===== config.mk =====
export PLATFORM = sky130hd
export DESIGN_NAME = bus_interface_unit
export DESIGN_NICKNAME = d
export VERILOG_FILES = /design/src/rtl/bus_interface_unit_pkg.sv /design/src/rtl/bus_interface_unit.sv
export SDC_FILE = /design/constraint.sdc
export NUM_CORES = 1
export LEC_CHECK = 0
export BUFFER_PORTS_ARGS = -buffer_cell sky130_fd_sc_hd__buf_4
export CORE_MARGIN = 2
export CORE_UTILIZATION = 45
export CTS_CLUSTER_DIAMETER = 100
export DETAILED_ROUTE_END_ITERATION = 8
export PLACE_DENSITY = 0.79
export SYNTH_ARGS = -nofsm -noshare
export SYNTH_HDL_FRONTEND = slang
export SYNTH_SLANG_ARGS = --single-unit

===== constraint.sdc =====
create_clock -name i_clock -period 7.4 [get_ports i_clock]
set_input_delay 0.37 -clock i_clock [delete_from_list [all_inputs] [get_ports i_clock]]
set_output_delay 0.37 -clock i_clock [all_outputs]
set_load 0.005 [all_outputs]

===== src/rtl/bus_interface_unit_pkg.sv =====
// -----------------------------------------------------------------------------
// bus_interface_unit_pkg
// Shared definitions for the bus interface unit and the prefetch / execution
// units that talk to it: the arbiter state encoding and the fixed 32-bit
// address/data widths.
// -----------------------------------------------------------------------------
package bus_interface_unit_pkg;

    localparam int ADDR_W = 32;
    localparam int DATA_W = 32;

    // Arbiter state encoding, kept as plain constants so that older units
    // comparing raw state codes keep working.
    typedef logic [1:0] state_t;

    localparam state_t ST_IDLE = 2'd0;
    localparam state_t ST_CODE = 2'd1;
    localparam state_t ST_DATA = 2'd2;

    // True while a bus transaction is owned by one of the two ports.
    function automatic logic is_bus_state(input state_t s);
        return (s == ST_CODE) || (s == ST_DATA);
    endfunction

endpackage : bus_interface_unit_pkg


===== src/rtl/bus_interface_unit.sv =====
// -----------------------------------------------------------------------------
// bus_interface_unit
// Two-port arbiter between the CPU code (instruction fetch) port and data
// (load/store) port, forwarding one granted request at a time to the single
// external memory bus. The code port wins when both request in the same idle
// cycle; an owned transaction is never preempted.
//
// Ports
//   i_clock / i_reset          clock, asynchronous active-high reset
//   i_code_* / o_code_*        instruction-fetch request and response
//   i_data_* / o_data_*        load/store request and response
//   o_bus_* / i_bus_*          shared external bus
//
// Completion (ready + read data) is returned combinationally in the same
// cycle the bus raises i_bus_ready; the read value is also captured so each
// *_data_read output keeps the last completed word afterwards.
// -----------------------------------------------------------------------------
module bus_interface_unit
    import bus_interface_unit_pkg::*;
(
    input  logic              i_clock,
    input  logic              i_reset,

    input  logic              i_code_vaild,
    output logic              o_code_ready,
    input  logic [ADDR_W-1:0] i_code_address,
    output logic [DATA_W-1:0] o_code_data_read,

    input  logic              i_data_vaild,
    output logic              o_data_ready,
    input  logic              i_data_write_enable,
    input  logic [ADDR_W-1:0] i_data_address,
    output logic [DATA_W-1:0] o_data_data_read,
    input  logic [DATA_W-1:0] i_data_data_write,

    output logic              o_bus_vaild,
    input  logic              i_bus_ready,
    input  logic              i_bus_busy,
    output logic              o_bus_write_enable,
    output logic [ADDR_W-1:0] o_bus_address,
    input  logic [DATA_W-1:0] i_bus_data_read,
    output logic [DATA_W-1:0] o_bus_data_write
);

    state_t              r_state;
    state_t              w_state_next;
    logic                w_grant_code;
    logic                w_grant_data;
    logic                w_code_done;
    logic                w_data_done;

    logic [ADDR_W-1:0]   r_bus_address;
    logic                r_bus_write_enable;
    logic [DATA_W-1:0]   r_bus_data_write;
    logic [DATA_W-1:0]   r_code_hold;
    logic [DATA_W-1:0]   r_data_hold;

    // Arbitration and next-state decision; code has fixed priority over data.
    always_comb begin
        w_state_next = r_state;
        case (r_state)
            ST_IDLE: begin
                if (i_bus_busy) begin
                    w_state_next = ST_IDLE;
                end else if (i_code_vaild) begin
                    w_state_next = ST_CODE;
                end else if (i_data_vaild) begin
                    w_state_next = ST_DATA;
                end else begin
                    w_state_next = ST_IDLE;
                end
            end
            // i_bus_busy is ignored once a transaction is owned.
            ST_CODE, ST_DATA: begin
                if (i_bus_ready) begin
                    w_state_next = ST_IDLE;
                end else begin
                    w_state_next = r_state;
                end
            end
            default: begin
                w_state_next = ST_IDLE;
            end
        endcase
    end

    assign w_grant_code = (r_state == ST_IDLE) && (w_state_next == ST_CODE);
    assign w_grant_data = (r_state == ST_IDLE) && (w_state_next == ST_DATA);
    assign w_code_done  = (r_state == ST_CODE) && i_bus_ready;
    assign w_data_done  = (r_state == ST_DATA) && i_bus_ready;

    // Arbiter state register.
    always_ff @(posedge i_clock or posedge i_reset) begin
        if (i_reset) begin
            r_state <= ST_IDLE;
        end else begin
            r_state <= w_state_next;
        end
    end

    // Bus request registers: loaded on grant, held for the whole transaction.
    // Write enable is dropped on completion so it is only ever high in DATA.
    always_ff @(posedge i_clock or posedge i_reset) begin
        if (i_reset) begin
            r_bus_address      <= 32'h0000_0000;
            r_bus_write_enable <= 1'b0;
            r_bus_data_write   <= 32'h0000_0000;
        end else if (w_grant_code) begin
            r_bus_address      <= i_code_address;
            r_bus_write_enable <= 1'b0;
        end else if (w_grant_data) begin
            r_bus_address      <= i_data_address;
            r_bus_write_enable <= i_data_write_enable;
            r_bus_data_write   <= i_data_data_write;
        end else if (w_code_done || w_data_done) begin
            r_bus_write_enable <= 1'b0;
        end
    end

    // Holding registers for the last completed read word of each port.
    // The data-port value is refreshed on writes too (contents don't-care).
    always_ff @(posedge i_clock or posedge i_reset) begin
        if (i_reset) begin
            r_code_hold <= 32'h0000_0000;
            r_data_hold <= 32'h0000_0000;
        end else begin
            if (w_code_done) begin
                r_code_hold <= i_bus_data_read;
            end
            if (w_data_done) begin
                r_data_hold <= i_bus_data_read;
            end
        end
    end

    assign o_bus_vaild        = is_bus_state(r_state);
    assign o_bus_write_enable = r_bus_write_enable;
    assign o_bus_address      = r_bus_address;
    assign o_bus_data_write   = r_bus_data_write;

    assign o_code_ready     = w_code_done;
    assign o_data_ready     = w_data_done;
    assign o_code_data_read = w_code_done ? i_bus_data_read : r_code_hold;
    assign o_data_data_read = w_data_done ? i_bus_data_read : r_data_hold;

endmodule : bus_interface_unit


# Yosys cells after proc, flatten, opt, wreduce, memory -nomap -nowiden

Index checks and enable logic that the tools add are counted.

Register bits: 131
Latch bits: 0
Memory bits (writable): 0
ROM bits: 0
Input port bits: 135
Output and inout bits: 132
Word-level logic and storage cells: 34
Memories kept: 0

Add/sub/neg operators: 0
Multipliers: 0
Div/mod/pow operators: 0
Order comparisons: 0
Equal/unequal tests: 4
Shifts and indexed selects: 0
Mux-type cells: 12
Bitwise operators: 1
Reductions and logical operators: 11

Operators by type and width:

| operator             | count |
|---|---|
| $mux W32             | 4 |
| $mux W2              | 4 |
| $eq A2 B1 Y1 const B | 2 |
| $eq A2 B2 Y1 const B | 2 |
| $logic_and A1 B1 Y1  | 4 |
| $pmux W2 S2          | 1 |
| $mux W1              | 3 |
| $reduce_bool A3 Y1   | 1 |
| $logic_not A2 Y1     | 1 |
| $logic_or A1 B1 Y1   | 2 |
| $reduce_and A2 Y1    | 1 |
| $reduce_bool A2 Y1   | 1 |
| $reduce_or A2 Y1     | 1 |
| $not A1 Y1           | 1 |

# Depth between registers and ports, before layout

Word-level depth: 8
Depth in mapped cells: 7

# Least setup slack after synthesis

Ideal clock, no wire load.

Path type: register to register
Start point: register r_state[0]
End point: register r_bus_data_write[10], in the netlist o_bus_data_write[10]
Library setup time: 125 ps
Arrival: 1865 ps
Required time: 7275 ps
Path slack: 5410 ps
Cell stages (with the launch flop): 7
Buffers on the path: 1
Clock period less this slack: 1990 ps
Cells stage by stage: dfrtp_1 inv_1 ha_1 and3b_1 o2111ai_4 buf_4 mux2_2

Cells in the longest elaborated chain, start to end: 7
Elaborated cells between the ends (all ways): 12
Classes of those cells: eq/ne: 4; mux: 2; bitwise: 1; reduce/logical: 5

Ends and longest elaborated chain:

| item                                                | line                      | source |
|---|---|---|
| start: declaration                                  | bus_interface_unit.sv:45  | `state_t r_state;` |
| start signal: assignment                            | bus_interface_unit.sv:97  | `r_state <= w_state_next;` |
| $eq A2 B1 Y1 / $eq A2 B2 Y1 (equally long branches) | bus_interface_unit.sv:61  | `case (r_state)` |
| $reduce_or A2 Y1                                    | bus_interface_unit.sv:61  |  |
| $pmux W2 S2                                         | bus_interface_unit.sv:61  |  |
| $eq A2 B1 Y1                                        | bus_interface_unit.sv:87  | `assign w_grant_code = (r_state == ST_IDLE) && (w_state_next == ST_CODE);` |
| $logic_and A1 B1 Y1                                 | bus_interface_unit.sv:87  |  |
| $not A1 Y1 (no source line)                         | --                        |  |
| $reduce_and A2 Y1 (no source line) *                | --                        |  |
| end signal: assignment                              | bus_interface_unit.sv:114 | `r_bus_data_write <= i_data_data_write;` |
| end: declaration                                    | bus_interface_unit.sv:54  | `logic [DATA_W-1:0] r_bus_data_write;` |

Mark *: on every way between the ends. The rest lies on a longest branch, timed or not.
A chain may end at the register's enable or synchronous reset.

# Worst setup path after layout

Start point: register r_state[1]
End point: output port o_code_data_read[22]

Cells in the longest elaborated chain, start to end: 3

Ends and longest elaborated chain:

| item                | line                      | source |
|---|---|---|
| $eq A2 B1 Y1        | bus_interface_unit.sv:89  | `assign w_code_done = (r_state == ST_CODE) && i_bus_ready;` |
| $logic_and A1 B1 Y1 | bus_interface_unit.sv:89  |  |
| $mux W32            | bus_interface_unit.sv:143 | `assign o_code_data_read = w_code_done ? i_bus_data_read : r_code_hold;` |
| end: declaration    | bus_interface_unit.sv:27  | `output logic [DATA_W-1:0] o_code_data_read,` |

Every way passes these cells.

==> impl_metrics.yaml <==
setup_path:
  cp-startpoint: "r_state[1]$_DFF_PP0_"
  worstRegToRegCells: 6
  cp-endpoint: "o_code_data_read[22]"
  critPathKind: "reg2out"
  r2r_end: "o_bus_data_write[5]$_DFFE_PP0P_"
  startpoint_type: "register"
  rrSetupSlack_ns: 4.58
  cp_max_fo: 21
  critPathRequiredTime_ns: 7.03
  arrival_ns: 2.55
  reg2reg_from: "r_state[1]$_DFF_PP0_"
  endpoint_kind: "output port"
global_route:
  grt_pass1_vias: 4447
  grt-ovfl-total: 0
  use_met1: 0.2442
  grt_usage: 0.2263
  grt_pass1_wl_um: 22090
  met3_usage: 0.09418
  antenna_found_initial: 0
  grt-busiest-layer: "met2"
  grt_max_degree: 71
  use_met2: 0.3927
placement:
  hpwl_um: 10130
  place.gp.congestion: 0.9145
  portBuffers: 266
drt:
  routed_wirelength_um: 13730
  vias: 4071
  ant_nets: 0
  dr.pass1.iters: 4
  wl_per_cell_um: 17.12
  vias_per_cell: 5.076
  drt_iter0_drc: 175
  drc: 0
logic_synthesis:
  ys_seq_area_frac: 0.6315
  synth_cell_type_count: 25
  synth_area_um2: 5191
  syn_inst: 375
  ys_ff_latch: 131
  yosys_warnings: 0
  synth.avg_cell_area_um2: 13.84
  syn_nets: 514
floorplan:
  die_w_um: 111.4
  start_util: 0.4586
  ioPinCount: 267
  dieArea_um2: 12410
  core_um2: 11320
  die_h_um: 111.4
  rows: 39
clock_tree:
  cts_hold_buffers: 0
  h-tree-depth: 4
  root_buffer: "clkbuf_16"
  tritoncts: "done"
  clkTransAtPathRegs_ns: 0.06
  post_cts_buffers: 0
  cts.sinks: 131
  cts-resized-gates: 0
  clockBufferDepth: 2
  cts_buffers: 17
  worstSkewPairLatency_ns: 0.41
timing:
  final-setup-viol-count: 0
  worst_pin_slew_ns: 1.217
  finalClockSkew_ns: 0.007239
  max_freq_ghz: 0.3422
  timing.hold.ws_ns: 0.1336
  slew_headroom: 0.1887
  rsz0062_at_grt: "false"
  fin_tns_setup_ns: 0
  slew_violations: 0
  fin_crit_sh: 0.3949
  hold_violations: 0
  period_needed_ns: 2.922
power:
  leakage_nw: 4.010
  powerDensity_nw_per_um2: 355.3
  peakVddDrop_mv: 0.2210
  p_total_mw: 2.825
layout:
  syn2layout_area_growth_pct: 53.17
  final_cell_mix: "271 x buf_4, 131 x dfrtp_1, 95 x mux2_2"
  nets: 786
  antennaDiodeCount: 0
  final_common_cell: "buf_4"
  fill_cells: 792
  final_core_util: 0.7024
  drive_gt1_frac: 0.6100
outcome:
  status: "finished, final reports clean"
hold_path:
  hold_class: "in2async"
job:
  max-cap-violations: 0
==> flip-flops by register name, indices dropped and copies added (netlist names) <==
register,flops
r_code_hold,32
o_bus_write_enable,1
o_bus_address,32
r_data_hold,32
r_state,2
o_bus_data_write,32
==> synth_stat cells <==
cell type	count	share of area
a211oi_1	1	0.0014
a21boi_0	1	0.0014
a21oi_1	32	0.031
and2b_1	1	0.0014
and3b_1	3	0.0051
and4bb_2	1	0.0024
buf_2	9	0.0087
buf_4	3	0.0043
clkbuf_1	6	0.0043
dfrtp_1	131	0.63
ha_1	4	0.0096
inv_1	37	0.027
mux2_1	2	0.0043
mux2_2	95	0.21
nand2_1	3	0.0022
nand2b_1	1	0.0012
nand3_1	1	0.00096
nand3b_1	2	0.0029
nand4bb_1	1	0.0022
nor2_1	4	0.0029
o2111ai_1	1	0.0017
o2111ai_4	1	0.0051
o211a_1	1	0.0019
o21ai_1	1	0.00096
o22ai_1	33	0.040
==> cell type report <==
type                       count  area, µm²  area share
sequential                   131       3278      0.4123
timing repair buffer         271       2034      0.2559
multi-input combinational    189       1694      0.2131
clock buffer                  18      439.2     0.05523
clock inverter                13      185.2     0.02329
tap                          143      178.9     0.02250
inverter                      37      141.4     0.01778
==> routing by layer <==
layer | up-vias | wire (µm)
met5 | - | 0
met4 | 0 | 402
met3 | 33 | 1368
met2 | 210 | 7097
met1 | 1966 | 4862
li1 | 1862 | -
==> critical path: stages (launching register included) <==
cell and delay [ns]:
dfrtp_1 0.42, inv_1 0.10, ha_1 0.19, nand2_1 0.48, buf_4 0.41, mux2_2 0.40
buf_4 0.14
==> logic make-up (layout without fill, tap and decap cells) <==
group	after synthesis	in the layout	share of synthesized area
flops	131	131	0.6315
mux	97	97	0.2104
compound gates	71	71	0.08315
buf+inv	55	339	0.04411
simple gates	17	17	0.02121
fa+ha+maj	4	4	0.009641
==> stage by stage <==
step                      worst slack [ns]  instances  instance area (µm²)
after floorplan                      3.532        375                 5191
after global placement               4.679        771                 7327
after detailed placement             4.571        771                 7327
after CTS                            4.395        802                 7951
after global routing                 4.264        802                 7951
final                                4.478        802                 7951
==> worst min-delay path by stage <==
stage,from,end,slack [ns]
after global routing,i_reset,o_bus_data_write[14]$_DFFE_PP0P_,0.18
after global placement,o_bus_data_write[3]$_DFFE_PP0P_,o_bus_data_write[3]$_DFFE_PP0P_,0.48
after floorplan,r_code_hold[10]$_DFF_PP0_,r_code_hold[10]$_DFF_PP0_,0.48
final,i_reset,o_bus_data_write[14]$_DFFE_PP0P_,0.13
after CTS,i_reset,o_bus_data_write[16]$_DFFE_PP0P_,0.16
after detailed placement,r_code_hold[21]$_DFF_PP0_,r_code_hold[21]$_DFF_PP0_,0.48
==> where the power goes <==
group / total (mW) / switching [mW] / internal (mW)
combinational: 0.865 / 0.328 / 0.536
sequential: 1.09 / 0.112 / 0.975
clock: 0.873 / 0.303 / 0.570
total: 2.83 / 0.744 / 2.08
Note: power is estimated with default switching activity, not from simulation.
